**src/rtl/instr_encoder_if.sv**
```systemverilog
// Field stream into the encoder and the instruction-memory write port out of it.
// master drives the fields and im_stall; slave is the encoder.
interface instr_encoder_if #(
  parameter int ADDR_W = 8
);
  logic              in_valid;
  logic              in_ready;
  logic              in_last;
  logic [2:0]        in_cls;
  logic [2:0]        in_alu;
  logic [4:0]        in_rs;
  logic [4:0]        in_rt;
  logic [4:0]        in_rd;
  logic [15:0]       in_imm;
  logic [25:0]       in_target;
  logic              im_stall;
  logic              im_we;
  logic [ADDR_W-1:0] im_addr;
  logic [31:0]       im_wdata;

  modport master (
    output in_valid, in_last, in_cls, in_alu, in_rs, in_rt, in_rd, in_imm, in_target, im_stall,
    input  in_ready, im_we, im_addr, im_wdata
  );

  modport slave (
    input  in_valid, in_last, in_cls, in_alu, in_rs, in_rt, in_rd, in_imm, in_target, im_stall,
    output in_ready, im_we, im_addr, im_wdata
  );
endinterface

```
**src/rtl/instr_encoder.sv**
```systemverilog
// Instruction-memory loader: encodes MIPS fields, buffers them in a small FIFO and
// writes them to consecutive IM addresses, holding the CPU until the program is in.
module instr_encoder #(
  parameter int DEPTH     = 4,
  parameter int ADDR_W    = 8,
  parameter int BASE_ADDR = 0
) (
  input  logic            clk,
  input  logic            rst_n,
  input  logic            start,
  instr_encoder_if.slave  bus,
  output logic            cpu_hold,
  output logic            done,
  output logic            err
);
  localparam int PTR_W = $clog2(DEPTH);
  localparam logic [ADDR_W-1:0] BASE = ADDR_W'(BASE_ADDR);

  typedef enum logic [1:0] {IDLE, LOAD, DRAIN, DONE} state_t;

  state_t            state;
  logic [31:0]       mem [DEPTH];
  logic [PTR_W-1:0]  wr_ptr, rd_ptr;
  logic [PTR_W:0]    count;
  logic [ADDR_W-1:0] addr, addr_next;
  logic [31:0]       word;
  logic [5:0]        funct;
  logic              legal, fifo_full, fifo_empty;
  logic              accept, push, pop, complete;

  always_comb begin
    funct = 6'h00;
    legal = 1'b1;
    word  = 32'h0;
    case (bus.in_alu)
      3'd0:    funct = 6'h20;
      3'd1:    funct = 6'h22;
      3'd2:    funct = 6'h24;
      3'd3:    funct = 6'h25;
      3'd4:    funct = 6'h2A;
      default: funct = 6'h00;
    endcase
    case (bus.in_cls)
      3'd0: begin
        word  = {6'h00, bus.in_rs, bus.in_rt, bus.in_rd, 5'h00, funct};
        legal = (bus.in_alu <= 3'd4);
      end
      3'd1:    word = {6'h23, bus.in_rs, bus.in_rt, bus.in_imm};
      3'd2:    word = {6'h2B, bus.in_rs, bus.in_rt, bus.in_imm};
      3'd3:    word = {6'h04, bus.in_rs, bus.in_rt, bus.in_imm};
      3'd4:    word = {6'h02, bus.in_target};
      3'd5:    word = {6'h0D, bus.in_rs, bus.in_rt, bus.in_imm};
      3'd6:    word = {6'h08, bus.in_rs, bus.in_rt, bus.in_imm};
      default: legal = 1'b0;
    endcase
  end

  assign fifo_full    = (count == (PTR_W+1)'(DEPTH));
  assign fifo_empty   = (count == '0);
  assign bus.in_ready = (state == LOAD) && !fifo_full;
  assign accept       = bus.in_valid && bus.in_ready;
  assign push         = accept && legal;
  assign complete     = bus.im_we && !bus.im_stall;
  // A completing write frees the port on the same edge, so the next word follows back-to-back.
  assign pop          = !fifo_empty && (!bus.im_we || !bus.im_stall);
  assign addr_next    = complete ? addr + ADDR_W'(1) : addr;

  always_ff @(posedge clk) begin
    if (push) mem[wr_ptr] <= word;
  end

  always_ff @(posedge clk or negedge rst_n) begin
    if (!rst_n) begin
      state        <= IDLE;
      wr_ptr       <= '0;
      rd_ptr       <= '0;
      count        <= '0;
      addr         <= BASE;
      cpu_hold     <= 1'b1;
      done         <= 1'b0;
      err          <= 1'b0;
      bus.im_we    <= 1'b0;
      bus.im_addr  <= BASE;
      bus.im_wdata <= 32'h0;
    end else begin
      if (push) wr_ptr <= wr_ptr + PTR_W'(1);
      if (pop)  rd_ptr <= rd_ptr + PTR_W'(1);
      if (push && !pop)      count <= count + (PTR_W+1)'(1);
      else if (pop && !push) count <= count - (PTR_W+1)'(1);

      if (complete) begin
        addr <= addr_next;
        if (addr == '1) err <= 1'b1;
      end
      if (pop) begin
        bus.im_we    <= 1'b1;
        bus.im_addr  <= addr_next;
        bus.im_wdata <= mem[rd_ptr];
      end else if (complete) begin
        bus.im_we <= 1'b0;
      end
      if (accept && !legal) err <= 1'b1;

      case (state)
        IDLE: if (start) begin
          state <= LOAD;
          addr  <= BASE;
          err   <= 1'b0;
        end
        LOAD: if (accept && bus.in_last) state <= DRAIN;
        DRAIN: if (fifo_empty && !bus.im_we) begin
          state    <= DONE;
          done     <= 1'b1;
          cpu_hold <= 1'b0;
        end
        DONE: if (start) begin
          state    <= LOAD;
          done     <= 1'b0;
          cpu_hold <= 1'b1;
          addr     <= BASE;
          err      <= 1'b0;
        end
        default: state <= IDLE;
      endcase
    end
  end
endmodule

```
**src/flat_wrapper.sv**
```systemverilog
// flat-port wrapper written by rule: the top's interface ports become plain ports
module instr_encoder_flat 
#(
  parameter int DEPTH     = 4,
  parameter int ADDR_W    = 8,
  parameter int BASE_ADDR = 0
)
  (clk, rst_n, start, cpu_hold, done, err, bus_in_valid, bus_in_last, bus_in_cls, bus_in_alu, bus_in_rs, bus_in_rt, bus_in_rd, bus_in_imm, bus_in_target, bus_im_stall, bus_in_ready, bus_im_we, bus_im_addr, bus_im_wdata);
  instr_encoder_if #(.ADDR_W(ADDR_W)) bus_i ();
  input  logic clk;
  input  logic rst_n;
  input  logic start;
  output logic cpu_hold;
  output logic done;
  output logic err;
  input wire logic [$bits(bus_i.in_valid)-1:0] bus_in_valid;
  input wire logic [$bits(bus_i.in_last)-1:0] bus_in_last;
  input wire logic [$bits(bus_i.in_cls)-1:0] bus_in_cls;
  input wire logic [$bits(bus_i.in_alu)-1:0] bus_in_alu;
  input wire logic [$bits(bus_i.in_rs)-1:0] bus_in_rs;
  input wire logic [$bits(bus_i.in_rt)-1:0] bus_in_rt;
  input wire logic [$bits(bus_i.in_rd)-1:0] bus_in_rd;
  input wire logic [$bits(bus_i.in_imm)-1:0] bus_in_imm;
  input wire logic [$bits(bus_i.in_target)-1:0] bus_in_target;
  input wire logic [$bits(bus_i.im_stall)-1:0] bus_im_stall;
  output wire logic [$bits(bus_i.in_ready)-1:0] bus_in_ready;
  output wire logic [$bits(bus_i.im_we)-1:0] bus_im_we;
  output wire logic [$bits(bus_i.im_addr)-1:0] bus_im_addr;
  output wire logic [$bits(bus_i.im_wdata)-1:0] bus_im_wdata;
  assign bus_i.in_valid = bus_in_valid;
  assign bus_i.in_last = bus_in_last;
  assign bus_i.in_cls = bus_in_cls;
  assign bus_i.in_alu = bus_in_alu;
  assign bus_i.in_rs = bus_in_rs;
  assign bus_i.in_rt = bus_in_rt;
  assign bus_i.in_rd = bus_in_rd;
  assign bus_i.in_imm = bus_in_imm;
  assign bus_i.in_target = bus_in_target;
  assign bus_i.im_stall = bus_im_stall;
  assign bus_in_ready = bus_i.in_ready;
  assign bus_im_we = bus_i.im_we;
  assign bus_im_addr = bus_i.im_addr;
  assign bus_im_wdata = bus_i.im_wdata;
  instr_encoder #(.DEPTH(DEPTH), .ADDR_W(ADDR_W), .BASE_ADDR(BASE_ADDR)) u_core (.clk(clk), .rst_n(rst_n), .start(start), .bus(bus_i), .cpu_hold(cpu_hold), .done(done), .err(err));
endmodule
```
**config.mk**
```make
export PLATFORM = sky130hd
export DESIGN_NAME = instr_encoder_flat
export DESIGN_NICKNAME = d
export VERILOG_FILES = /design/src/rtl/instr_encoder_if.sv /design/src/rtl/instr_encoder.sv /design/src/flat_wrapper.sv
export SDC_FILE = /design/constraint.sdc
export NUM_CORES = 1
export LEC_CHECK = 0
export BUFFER_PORTS_ARGS = -buffer_cell sky130_fd_sc_hd__buf_2
export CORE_ASPECT_RATIO = 0.8
export CORE_UTILIZATION = 50
export CTS_CLUSTER_SIZE = 10
export DETAILED_ROUTE_END_ITERATION = 12
export PLACE_DENSITY_LB_ADDON = 0.1
export SETUP_SLACK_MARGIN = 0.2
export SLEW_MARGIN = 20
export SYNTH_ARGS = -nofsm -noshare
export SYNTH_HDL_FRONTEND = slang
export SYNTH_SLANG_ARGS = --single-unit
```
**constraint.sdc**
```tcl
create_clock -name clk -period 2.5 [get_ports clk]
set_clock_uncertainty 0.15 [all_clocks]
set_input_delay 0.5 -clock clk [delete_from_list [all_inputs] [get_ports clk]]
set_output_delay 0.5 -clock clk [all_outputs]
set_load 0.01 [all_outputs]
```
# Yosys cells after proc, flatten, opt, wreduce, memory -nomap -nowiden
# Memories as Yosys holds them, arrays and structs flattened. A register that Yosys moved wholly into a read port is not among the register bits.
# Index checks and enable logic that the tools add are counted.
[totals] input_bits=69 ram_bits=128 mem_count=1 regBits=29
[mem_list] memory="u_core.mem" depth=4 width=32 read_ports=1 rd_clocked_by_memory_dff=1 wr=1 line="instr_encoder.sv:22" source="logic [31:0] mem [DEPTH];"
[classes] reduce_logical=30 magnitude_cmp=1 n_addsub=5 n_eq_ne=19 n_mux=28
[ops] op="one-hot mux 32 bit (7 select lines)" count=1
[ops] op="2-to-1 mux 8 bit" count=4
[ops] op="one-hot mux 6 bit (5 select lines)" count=1
[ops] op="== test 3 bit (second input constant)" count=5
[ops] op="2-to-1 mux 1 bit" count=13
[ops] op="== test 3 x 2 -> 1 bit (second input constant)" count=4
[ops] op="logical AND 1 bit" count=10
[ops] op="logical NOT 3 bit" count=3
[ops] op="adder 8 x 1 -> 8 bit (second input constant)" count=1
[ops] op="== test 8 bit (second input constant)" count=1
[ops] op="logical NOT 1 bit" count=8
[ops] op="== test 3 x 1 -> 1 bit (second input constant)" count=2
[ops] op="2-to-1 mux 2 bit" count=3
[ops] op="2-to-1 mux 3 bit" count=2
[ops] op="one-hot mux 1 bit (2 select lines)" count=3
[ops] op="one-hot mux 2 bit (3 select lines)" count=1
[ops] op="AND reduction 3 bit" count=2
[ops] op="nonzero test 2 bit" count=3
[ops] op="OR reduction 6 bit" count=1
[ops] op="adder 2 x 1 -> 2 bit (second input constant)" count=2
[ops] op="== test 2 bit (second input constant)" count=2
[ops] op="!= test 2 x 1 -> 1 bit (second input constant)" count=2
[ops] op="!= test 2 bit (second input constant)" count=2
[ops] op="adder 3 x 1 -> 3 bit (second input constant)" count=1
[ops] op="6 further kinds" count=6

# Logic depth before layout (Yosys ltp)
[depth] ltp_word=9 ltp_mapped=10 ltp_nobuf=10

# Least setup slack after synthesis
# OpenSTA, ideal clock, no wires.
[synth_path] kind="input -> register" start="input port bus_in_cls[0]" end="memory u_core.mem[0][0] (enable)" setup_ns=0.391 t_arrival_ns=1.915 path_slack_ns=0.044 required_time_ns=1.959 path_buffers=1 stages=5 cell_sequence="buf_2 > nand3_1 > o41ai_4 > nor2_2 > and2_1"
[synth_via] elab_chain_len=6
[synth_rtl] item="start, declared" line="flat_wrapper.sv:18" source="input wire logic [$bits(bus_i.in_cls)-1:0] bus_in_cls;"
[synth_rtl] item="== test 3 x 1 -> 1 bit, or another cell as far along" line="instr_encoder.sv:43" source="case (bus.in_cls)"
[synth_rtl] item="OR reduction 6 bit (no line)"
[synth_rtl] item="one-hot mux 1 bit (2 select lines) *" line="instr_encoder.sv:43"
[synth_rtl] item="logical AND 1 bit *" line="instr_encoder.sv:62" source="assign push = accept && legal;"
[synth_rtl] item="net u_core.push" line="instr_encoder.sv:29" source="logic accept, push, pop, complete;"
[synth_rtl] item="2-to-1 mux 1 bit *" line="instr_encoder.sv:69" source="if (push) mem[wr_ptr] <= word;"
[synth_rtl] item="2-to-1 mux 1 bit (not written as such) *" line="instr_encoder.sv:69"
[synth_rtl] item="end, declared" line="instr_encoder.sv:22"
# The timed path passes the listed nets; every way through them passes the cells marked *.

# Worst setup path after layout
[layout_path] start="register u_core.count[0]" end="output port bus_in_ready"
[layout_via] elab_chain_len=3
[layout_rtl] item="start, declared" line="instr_encoder.sv:24" source="logic [PTR_W:0] count;"
[layout_rtl] item="start signal, assigned" line="instr_encoder.sv:88" source="if (push && !pop) count <= count + (PTR_W+1)'(1);"
[layout_rtl] item="start signal, assigned" line="instr_encoder.sv:89" source="else if (pop && !push) count <= count - (PTR_W+1)'(1);"
[layout_rtl] item="== test 3 bit" line="instr_encoder.sv:58" source="assign fifo_full = (count == (PTR_W+1)'(DEPTH));"
[layout_rtl] item="logical NOT 1 bit" line="instr_encoder.sv:60" source="assign bus.in_ready = (state == LOAD) && !fifo_full;"
[layout_rtl] item="logical AND 1 bit" line="instr_encoder.sv:60"
[layout_rtl] item="end, declared" line="flat_wrapper.sv:26" source="output wire logic [$bits(bus_i.in_ready)-1:0] bus_in_ready;"
# No other way between the ends.

==> results.cfg <==
[job]
cap_violations = 0

[min_path]
hold_path.class = input pin to register

[synthesis]
synth_top_flop_cell = edfxtp_1
synth_cell_type_count = 52
syn_area_per_cell_um2 = 16.1
ys_seq_area_frac = 0.663
synthArstFlopShare = 0.326
synth_edf_count = 124
synthCells = 489
synth_area_um2 = 7880
yosys_warnings = 0
syn_nets = 568
ys_ff_latch = 184

[status]
status = completed

[grt]
grt_max_degree = 61
grtUsageTotal = 0.213
first_global_vias = 4602
antenna_found_initial = 0
globalRoute.totalOverflow = 0
grt_pass1_wl_um = 25300

[drt]
met3WireLength_um = 962
wl_met1_um = 7490
drtIter0Drc = 294
vias = 4667
post_drt_wl_per_cell_um = 18.7
dr.pass1.iters = 4
top_layer_used = met4
drc_errors = 0
wl_um = 16000
detail-route-antenna-nets = 0
dr_wl_met2_um = 7380
vias_per_cell = 5.48

[sta]
worst_slack_ps = 253
tightest_slew_ps = 771
drv_slew = 0
tns_ps = 0
max_slew_margin = 0.482
final.min_clock_period_ps = 2250
fmax_mhz = 445
rsz0062_at_grt = true
setup_viol = 0
period_share = 0.899
hold_viol = 0

[setup_path]
r2r_slack_ps = 280
reg2regPathDepth = 7
crit_path_end = bus_in_ready
cp-startpoint = u_core.count[0]
arrival_ps = 1600
max_stage_delay_ps = 430
crit_slowest_cell = dfrtp_2
cp_max_fo = 4
r2r-end = u_core.count[1]
critPathKind = register to primary output
critPathLaunchType = register
end_kind = primary output
path_cells = or3b_4, and2_4, buf_2
r2r_start = u_core.count[0]
cp.required_ps = 1850

[layout]
layout_commonest_cell = edfxtp_1
postLayoutCellArea_um2 = 9490
syn_to_final_growth_pct = 20.4
diodes = 0
layout.nets = 708
final_cell_mix = edfxtp_1, buf_2, dfrtp_1, nand2_1
layout-drive-gt1-share = 0.400
fillers = 1175

[floorplanning]
die_area_um2 = 16300
start_util = 0.518
ios = 114
core_area_um2 = 15200
rows = 40
fp.dieH_um = 114
die_w_um = 142

[clocking]
clock-sinks = 184
cts_tree = yes
clk_pin_slew_ps = 60
cts_inserted_buffers = 17
cts-root-buf = clkbuf_16
worstSkewPairLatency_ps = 420
cts_buffer_depth = 2
cts_max_level = 4

[placement]
place_ws_ps = -91.5
io_buffers = 112
hpwl_um = 10500
dpl_cell_area_um2 = 8850
gp_congestion = 0.844

[power_and_ir_drop]
switchingPower_mw = 2.91
fin_total_pwr_mw = 9.91
powerDensity_nw_per_um2 = 1040
pwr-share-clk = 0.264
p_leak_nw = 3.73
pwr-share-comb = 0.303
seqPwrFrac = 0.433
power_switching_share = 0.294
peakVddDrop_mv = 0.609
p_int_mw = 7.00
-- power groups by stage --
stage / Clock (mW) / Sequential, mW / Combinational, mW
6_report: 2.62 / 4.29 / 3.01
5_1_grt: 2.78 / 4.36 / 3.29
4_1_cts: 2.66 / 4.29 / 3.01
3_5_place_dp: 0 / 4.35 / 2.94
3_3_place_gp: 0 / 4.32 / 2.89
2_1_floorplan: 0 / 4.37 / 1.98
-- cell usage after synthesis, drive strengths merged, types with 9 or more instances --
cell | instances | area [µm²]
edfxtp | 124 | 3720
dfrtp | 59 | 1480
nand2 | 36 | 151
mux2 | 33 | 379
mux4 | 31 | 698
o21ai | 26 | 130
buf | 18 | 149
nor2 | 15 | 58.8
a22oi | 12 | 90.1
a221oi | 11 | 96.3
inv | 11 | 41.3
a21oi | 10 | 50.1
nor2b | 10 | 62.6
clkbuf | 9 | 33.8
ha | 9 | 113
xor2 | 9 | 78.8
-- layer usage --
layer | up-vias | GRT usage
met1 | 2352 | 0.304
li1 | 2160 | -
met4 | 0 | 0.0559
met5 | - | 0
met2 | 141 | 0.330
met3 | 14 | 0.0514
-- stage by stage --
stage,std cells,hold slack [ps],util
after global placement,815,314,0.582
after global routing,852,233,0.624
final,852,248,0.624
after floorplan,489,54.4,-
after CTS,850,230,0.622
after detailed placement,815,321,0.582
-- sequential cells by signal, indices dropped and copies added (netlist names) --
register	flops
u_core.bus.im_we	1
u_core.mem	124
u_core.wr_ptr	2
u_core.done	1
u_core.state	2
u_core.cpu_hold	1
u_core.bus.im_addr	8
u_core.err	1
u_core.rd_ptr	2
u_core.addr	8
u_core.bus.im_wdata	31
u_core.count	3
-- worst min path at each step --
| stage | from | end | slack (ps) | cells past startpoint |
|---|---|---|---|---|
| detailed placement | u_core.bus.im_addr[5] | u_core.bus.im_addr[5] | 320 | 2 |
| global placement | u_core.bus.im_addr[7] | u_core.bus.im_addr[7] | 310 | 2 |
| floorplan | rst_n | u_core.addr[0] | 50 | 0 |
| finish | start | u_core.cpu_hold | 250 | 3 |
| CTS | start | u_core.cpu_hold | 230 | 3 |
| global route | start | u_core.cpu_hold | 230 | 3 |
-- cell families after synthesis --
| kind of cell | count (synthesis) | share of synthesized area |
|---|---|---|
| AOI/OAI and AO/OA | 76 | 0.0668 |
| xor gates and xnor gates | 16 | 0.0178 |
| adders and majority gates | 10 | 0.0168 |
| buffers and inverters | 38 | 0.0284 |
| DFF | 184 | 0.663 |
| muxes | 71 | 0.146 |
| other | 1 | 0.000476 |
| and+or+nand+nor | 93 | 0.0613 |
-- final cells by class --
cell class | instances | area (µm²) | share of cell area
timing repair buffer | 148 | 908 | 0.0957
multi-input combinational | 267 | 2470 | 0.260
tap | 210 | 263 | 0.0277
sequential | 184 | 5230 | 0.551
clock inverter | 13 | 128 | 0.0134
clock buffer | 19 | 453 | 0.0477
inverter | 11 | 41.3 | 0.00435
-- worst max-delay path: cells and delay by family, from the launching register on --
| family | cells | cell delay (ps) |
|---|---|---|
| buffers and inverters | 1 | 140 |
| DFF | 1 | 430 |
| and+or+nand+nor | 2 | 600 |
-- timing repair --
action                                  4_1_cts  5_1_grt
hold buffers                                  1        0
pin swaps                                     0        1
buffers inserted                              2        2
endpoints found under the setup margin        2        3
hold endpoints to repair                     59        0
cloned                                        0        0
resized for setup                             3        4
No activity file was read; power rests on OpenSTA's default activity.
